<file path="config.mk">
export PLATFORM = sky130hd
export DESIGN_NAME = pipe_ctrl
export DESIGN_NICKNAME = d
export VERILOG_FILES = /design/src/rtl/pipe_ctrl.sv
export SDC_FILE = /design/constraint.sdc
export NUM_CORES = 1
export LEC_CHECK = 0
export ABC_AREA = 1
export CAP_MARGIN = 40
export CORE_ASPECT_RATIO = 0.9
export CORE_UTILIZATION = 38
export CTS_BUF_LIST = sky130_fd_sc_hd__clkbuf_16
export CTS_CLUSTER_DIAMETER = 60
export DETAILED_ROUTE_END_ITERATION = 8
export GPL_TIMING_DRIVEN = 0
export MAX_ROUTING_LAYER = met4
export PLACE_DENSITY = 0.95
export SLEW_MARGIN = 30
export SYNTH_ARGS = -nofsm -noshare
export SYNTH_HDL_FRONTEND = slang
export SYNTH_SLANG_ARGS = --single-unit
</file>
<file path="constraint.sdc">
create_clock -name clk -period 2.8 [get_ports clk]
set_input_delay 0.56 -clock clk [delete_from_list [all_inputs] [get_ports clk]]
set_output_delay 0.56 -clock clk [all_outputs]
set_load 0.01 [all_outputs]
</file>
<file path="src/rtl/pipe_ctrl.sv">
// pipe_ctrl: pipeline sequencing controller for the 5-stage RISC-V core.
//
// Produces the per-stage stall/flush controls for the IF/ID, ID/EX, EX/MEM
// and MEM/WB pipeline registers. It also sequences the multi-cycle
// data-memory handshake for the instruction held in EX/MEM, detects
// load-use hazards between ID and EX, and squashes younger instructions
// when a taken branch is resolved in MEM.
//
// Ports:
//   clk, rst                      clock (rising edge), async active-low reset
//   id_rs1/rs2_addr_i, _used_i    source operands of the instruction in ID
//   ex_mem_read_i, ex_write_addr_i  load flag and destination of EX instruction
//   mem_read_i, mem_write_i       EX/MEM holds a load / a store
//   mem_branch_i, branch_ce_i     EX/MEM holds a branch / its condition is true
//   dmem_ack_i, dmem_req_o        data-memory handshake
//   stall_*_o, flush_*_o, bubble_wb_o  pipeline register controls
//   mem_err_o                     sticky memory-timeout error (exit by reset)
//   stall_cnt_o, flush_cnt_o      performance counters
//
// Optional feature: define PIPE_CTRL_PERF_EN to build saturating
// stall/flush counters. Without it, both counter ports are tied to 0.
//
// state    | meaning
// ---------+------------------------------------------------------------
// RUN      | no memory wait pending; hazards and branches are serviced
// MEM_WAIT | EX/MEM access outstanding; the pipe is frozen until ack
// MEM_ERR  | the access timed out; the pipe stays frozen until reset
module pipe_ctrl #(
  parameter int REG_ADDR_W  = 5,
  parameter int MEM_TIMEOUT = 15,
  parameter int CNT_W       = 32
) (
  input  logic                  clk,
  input  logic                  rst,
  input  logic [REG_ADDR_W-1:0] id_rs1_addr_i,
  input  logic [REG_ADDR_W-1:0] id_rs2_addr_i,
  input  logic                  id_rs1_used_i,
  input  logic                  id_rs2_used_i,
  input  logic                  ex_mem_read_i,
  input  logic [REG_ADDR_W-1:0] ex_write_addr_i,
  input  logic                  mem_read_i,
  input  logic                  mem_write_i,
  input  logic                  mem_branch_i,
  input  logic                  branch_ce_i,
  input  logic                  dmem_ack_i,
  output logic                  dmem_req_o,
  output logic                  stall_if_o,
  output logic                  stall_id_o,
  output logic                  stall_ex_o,
  output logic                  stall_mem_o,
  output logic                  flush_id_o,
  output logic                  flush_ex_o,
  output logic                  flush_mem_o,
  output logic                  bubble_wb_o,
  output logic                  mem_err_o,
  output logic [CNT_W-1:0]      stall_cnt_o,
  output logic [CNT_W-1:0]      flush_cnt_o
);

  typedef enum logic [1:0] {
    RUN      = 2'd0,
    MEM_WAIT = 2'd1,
    MEM_ERR  = 2'd2
  } state_t;

  localparam logic [7:0] TIMEOUT = 8'(MEM_TIMEOUT);

  state_t     state;
  logic [7:0] wait_cnt;
  logic       access;
  logic       taken;
  logic       lu_hazard;
  logic       mem_hold;

  assign access = mem_read_i | mem_write_i;
  assign taken  = mem_branch_i & branch_ce_i;

  assign lu_hazard = ex_mem_read_i && (ex_write_addr_i != '0) &&
                     ((id_rs1_used_i && (id_rs1_addr_i == ex_write_addr_i)) ||
                      (id_rs2_used_i && (id_rs2_addr_i == ex_write_addr_i)));

  // wait_cnt holds the number of stalled cycles already spent on the
  // current access. The first stall happens in RUN, so MEM_WAIT starts at 1.
  always_ff @(posedge clk or negedge rst) begin
    if (!rst) begin
      state     <= RUN;
      wait_cnt  <= '0;
      mem_err_o <= 1'b0;
    end else begin
      case (state)
        RUN: begin
          if (access && !dmem_ack_i) begin
            state    <= MEM_WAIT;
            wait_cnt <= 8'd1;
          end
        end
        MEM_WAIT: begin
          if (dmem_ack_i) begin
            state    <= RUN;
            wait_cnt <= '0;
          end else if (wait_cnt == TIMEOUT) begin
            state     <= MEM_ERR;
            mem_err_o <= 1'b1;
          end else begin
            wait_cnt <= wait_cnt + 8'd1;
          end
        end
        MEM_ERR: ;
        default: state <= RUN;
      endcase
    end
  end

  // Controls are combinational so that a hazard is answered in the cycle
  // it appears. They are forced low while reset is asserted, which also
  // drops dmem_req_o immediately if reset hits in the middle of a wait.
  always_comb begin
    dmem_req_o  = 1'b0;
    stall_if_o  = 1'b0;
    stall_id_o  = 1'b0;
    stall_ex_o  = 1'b0;
    stall_mem_o = 1'b0;
    flush_id_o  = 1'b0;
    flush_ex_o  = 1'b0;
    flush_mem_o = 1'b0;
    bubble_wb_o = 1'b0;
    mem_hold    = 1'b0;
    if (rst) begin
      case (state)
        RUN: begin
          dmem_req_o = access;
          mem_hold   = access & ~dmem_ack_i;
        end
        MEM_WAIT: begin
          dmem_req_o = 1'b1;
          mem_hold   = ~dmem_ack_i;
        end
        default: mem_hold = 1'b1;
      endcase

      // In the ack cycle the pipe is released, so a branch that shares
      // EX/MEM with the access gets its flush in that cycle.
      if (mem_hold) begin
        stall_if_o  = 1'b1;
        stall_id_o  = 1'b1;
        stall_ex_o  = 1'b1;
        stall_mem_o = 1'b1;
        bubble_wb_o = 1'b1;
      end else if (taken) begin
        flush_id_o  = 1'b1;
        flush_ex_o  = 1'b1;
        flush_mem_o = 1'b1;
      end else if (lu_hazard) begin
        stall_if_o = 1'b1;
        stall_id_o = 1'b1;
        flush_ex_o = 1'b1;
      end
    end
  end

`ifdef PIPE_CTRL_PERF_EN
  // flush_id_o is only ever raised by a taken branch, so it marks the event.
  always_ff @(posedge clk or negedge rst) begin
    if (!rst) begin
      stall_cnt_o <= '0;
      flush_cnt_o <= '0;
    end else begin
      if (stall_if_o && (stall_cnt_o != '1))
        stall_cnt_o <= stall_cnt_o + 1'b1;
      if (flush_id_o && (flush_cnt_o != '1))
        flush_cnt_o <= flush_cnt_o + 1'b1;
    end
  end
`else
  assign stall_cnt_o = '0;
  assign flush_cnt_o = '0;
`endif

endmodule

</file>
* Yosys cells after proc, flatten, opt, wreduce, memory -nomap -nowiden
Index checks and enable logic that the tools add are counted.
** Storage, ports and cells
- Flip-flop bits (word level) :: 11
- Output and inout port bits :: 74
** Cells by class
- $add $sub $neg :: 1
- Equal/unequal tests :: 8
- Multiplexer cells :: 24
- Bitwise gates (word level) :: 5
- Reduce and logical (&&, ||, !) cells :: 13
** Operators by type and width (number)
- two-way mux 8 bit :: 3
- case mux 8 bit (2 select lines) :: 1
- two-way mux 1 bit :: 14
- equality test 5 bit :: 2
- AND reduction 3 bit :: 3
- adder 8 x 1 -> 8 bit, second input constant :: 1
- equality test 8 x 4 -> 1 bit, second input constant :: 1
- two-way mux 2 bit :: 3
- != test 3 bit, second input constant :: 2
- case mux 2 bit (3 select lines) :: 1
- logical AND 1 bit :: 5
- nonzero test 5 bit :: 1
- case mux 1 bit (2 select lines) :: 2
- AND 1 bit :: 2
- equality test 2 x 1 -> 1 bit, second input constant :: 1
- equality test 2 bit, second input constant :: 1
- logical NOT 2 bit :: 1
- != test 2 bit, second input constant :: 1
- inverter 1 bit :: 2
- nonzero test 2 bit :: 1
- logical NOT 1 bit :: 1
- logical OR 1 bit :: 1
- OR 1 bit :: 1

* Longest topological paths before layout
- Depth after elaboration :: 8
- Gate-level depth with buffers :: 9

* Worst setup path before layout
OpenSTA, ideal clock, no wires.
- Path kind :: input -> output
- Start point :: input mem_write_i
- End point :: output stall_if_o
- Data arrival time :: 1.428 ns
- Setup slack :: 0.812 ns
- Stages on the path :: 6
- Path buffers :: 1
- Path through :: nor2_1 -> nand2_1 -> a21oi_1 -> nor2_1 -> o21bai_1 -> buf_4
** On the way
- Word-level cells in the longest chain between the ends :: 6
** RTL lines
- start, declared :: RTL line 42 : input logic mem_write_i,
- OR 1 bit :: RTL line 75 : assign access = mem_read_i | mem_write_i;
- AND 1 bit :: RTL line 132 : mem_hold = access & ~dmem_ack_i;
- case mux 1 bit (2 select lines) :: RTL line 129 : case (state)
- two-way mux 1 bit :: RTL line 128 : if (rst) begin
- two-way mux 1 bit (2 in a row)
- end, declared :: RTL line 47 : output logic stall_if_o,
No other way between the ends. The select of a mux whose other input is x is not followed.

* Worst setup path in the final report
- Start point :: input mem_write_i
- End point :: output stall_ex_o
** On the way
- Word-level cells in the longest chain between the ends :: 6
** RTL lines
- OR 1 bit :: RTL line 75
- AND 1 bit :: RTL line 132
- case mux 1 bit (2 select lines) :: RTL line 129
- two-way mux 1 bit :: RTL line 128
- two-way mux 1 bit :: RTL line 143 : if (mem_hold) begin
- two-way mux 1 bit :: RTL line 128
- end, declared :: RTL line 49 : output logic stall_ex_o,
No other way between the ends. The select of a mux whose other input is x is not followed.

==> summary.md <==
| Metric | Value |
|---|---|
| Initial antenna violation count | `0` |
| Die Wd | `66.6 um` |
| DRT Wirelength | `3100 um` |
| Status | `complete, no violations` |
| Critical path endpoint | `stall_ex_o` |
| Pre-Repair DR Iteration Count | `4` |
| RSZ-0062 raised after global routing | `false` |
| Register area share after synthesis | `19.3%` |
| Ratio of cells with drive above 1 in the final layout | `28.9%` |
| Power per cell area | `291 nW/um^2` |
| Grt ovf | `0` |
| Top-count cell post-synth | `buf_4` |
| Root Buffer | `clkbuf_16` |
| Pins over their slew limit | `0` |
| Starting Density | `41.0%` |
| Final hold vios | `0` |
| CTS tree | `built` |
| Port-buffer cells | `34` |
| Vias in the first global route | `1170` |
| Post-layout util | `62.1%` |
| Reg-to-reg endpoint | `wait_cnt[0]$_DFFE_PN0P_` |
| Maxcap violations | `0` |
| Netlist area before placement | `1430 um^2` |
| Worst hold margin | `214 ps` |
| Count of different cell masters after synthesis | `27` |
| FF-to-FF Start | `wait_cnt[0]$_DFFE_PN0P_` |
| Die Span Y | `60.2 um` |
| # rows | `20` |
| Die ar. | `4010 um^2` |
| Async SR Flop Fraction | `100%` |
| Share of the synthesized area in the top cell type | `35.8%` |
| Worst r2r path cells | `8` |
| Synth Instances | `216` |
| Most frequent cells after synthesis | `buf_4, nand2_1, inv_1, nor2_1, dfrtp_1` |
| Fmax | `0.365 GHz` |
| Startpoint Class | `input port` |
| Clock Pin Slew Worst Setup and Hold Paths | `40 ps` |
| Setup violators final | `0` |
| Core area | `3480 um^2` |
| Final cell count without fillers | `362` |
| Register bit total from synthesis | `11` |
| Clk Latency, worst-skew pair | `240 ps` |
| Synth warn | `0` |
| H-tree Lvls | `1` |
| Most used DFF post-synth | `dfrtp_1` |
| N_diodes | `0` |
| Total negative slack | `0 ps` |
| Pin count of the biggest net entering global routing | `16` |
| Vias | `1376` |
| Drt via density | `3.80` |
| Layout Nets | `345` |
| Setup CP Type | `input port to primary output` |
| Worst Skew | `1.86 ps` |
| Final antenna-violating net count | `0` |
| CTS sink count | `11` |
| LEAKAGE | `1.34 nW` |
| Post-synth EDFFs | `0` |
| Critical path arrival | `2180 ps` |
| Placed cells | `357` |
| VDD IR max | `0.000267 V` |
| Io pins | `99` |
| Mean Syn Cell Area | `6.61 um^2` |
| Biggest area consumer among synthesized cells | `buf_4` |
| Tmin final | `2740 ps` |
| DRC Markers | `0` |
| Final HPWL DP | `2630 um` |
| Gpl congestion | `0.849` |
| GRT Total Usage | `16.1%` |
| FF-to-FF setup slack | `1350 ps` |
| Worst setup path startpoint | `mem_write_i` |
| CP Max Fanout | `4` |
| Worst hold path type | `input port to async pin` |
| DR WL/cell | `8.56 um` |
| Tcrit/Tclk final | `97.8%` |
| DR iter-0 viols | `33` |
| Number of buffers created by CTS | `3` |
| Area Overhead vs Synth | `51.2%` |
| Final Power | `0.628 mW` |
| First-pass GRT wire length | `4670 um` |
| Crit path required time | `2240 ps` |
| Capturing element type of the critical path | `primary output` |
| Clock Tree Buf Depth | `2` |
| Ranking of synthesized cells by area | `buf_4, dfrtp_1, nand2_1` |
[worst max-delay path, stage by stage]
cell and delay (ps):
clkdlybuf4s50_1 410, nor2_2 170, nand2_1 100, a21oi_2 170
buf_4 140, nor2_4 40, buf_4 120, clkdlybuf4s50_1 470
[per-stage QoR]
step / setup slack (ps) / cell area (um^2)
6_report: 60.4 / 2160
5_1_grt: 6.84 / 2160
4_1_cts: 33.7 / 2140
3_5_place_dp: -392 / 2060
3_3_place_gp: -372 / 2060
2_1_floorplan: 812 / 1660
[cell type report]
type,instances,area (um^2)
Buffer,68,510
Inverter,27,104
Multi-Input combinational cell,173,793
Clock inverter,1,3.75
Fill cell,309,1320
Clock buffer,3,75.1
Sequential cell,11,275
Timing Repair Buffer,35,342
Tap cell,44,55.1
[routing by layer]
metal  part of all wire (%)  GRT usage, %  vias to the layer above  wire (um)
met5                      0             -                        -          0
met4                    1.5          6.38                        0         45
met3                    8.5          3.44                        5        263
met2                     54          31.6                       56       1670
met1                     36          15.0                      586       1120
li1                       -             -                      729          -
[cells by family after synthesis]
logic type                 synth area share (%)
AOI/OAI and AO/OA                          5.70
xor gates and xnor gates                   1.23
adders and majority gates                 0.876
buffers and inverters                      43.0
DFF                                        19.3
other                                     0.263
and+or+nand+nor                            29.6
[worst min-delay path by stage]
stage	startpoint	endpoint	slack, ps	cells after the start
2_1_floorplan	rst	mem_err_o$_DFFE_PN0P_	260	0
3_3_place_gp	state[0]$_DFFE_PN0P_	state[1]$_DFFE_PN0P_	430	1
3_5_place_dp	mem_err_o$_DFFE_PN0P_	mem_err_o$_DFFE_PN0P_	460	2
4_1_cts	rst	wait_cnt[4]$_DFFE_PN0P_	460	1
5_1_grt	rst	wait_cnt[7]$_DFFE_PN0P_	250	1
6_report	rst	wait_cnt[4]$_DFFE_PN0P_	210	1
[timing repair]
item | in CTS | in global routing
setup buffers | 0 | 1
endpoints found under the hold margin | 0 | 0
pin swaps | 2 | 3
endpoints found under the setup margin | 9 | 4
gates resized for setup | 9 | 8
hold buffers | 0 | 0
[placed cells by master (no fill, tap or decap), drive strengths merged, types with 2 or more instances in the layout]
| cell | netlist | layout |
|---|---|---|
| dlymetal6s2s | 0 | 2 |
| nor2 | 18 | 18 |
| nand4 | 4 | 4 |
| o21ai | 9 | 9 |
| clkdlybuf4s50 | 0 | 26 |
| xor2 | 2 | 2 |
| inv | 27 | 28 |
| nand2 | 60 | 60 |
| a21oi | 2 | 2 |
| clkbuf | 0 | 4 |
| buf | 68 | 70 |
| nand3 | 7 | 7 |
| conb | 1 | 64 |
| dlygate4sd2 | 0 | 3 |
| nor3b | 2 | 2 |
| dfrtp | 11 | 11 |
[state kept, by name, indices dropped and copies added (netlist names)]
signal,count
mem_err_o,1
state,2
wait_cnt,8
[power breakdown]
part | leakage (nW) | switching (mW) | total [mW] | internal (mW)
Sequential | 0.136 | 0.00217 | 0.165 | 0.162
Combinational | 1.16 | 0.0910 | 0.198 | 0.107
Clock | 0.0423 | 0.0775 | 0.266 | 0.188
Total | 1.34 | 0.171 | 0.628 | 0.458
Note: power is estimated with default switching activity, not from simulation.
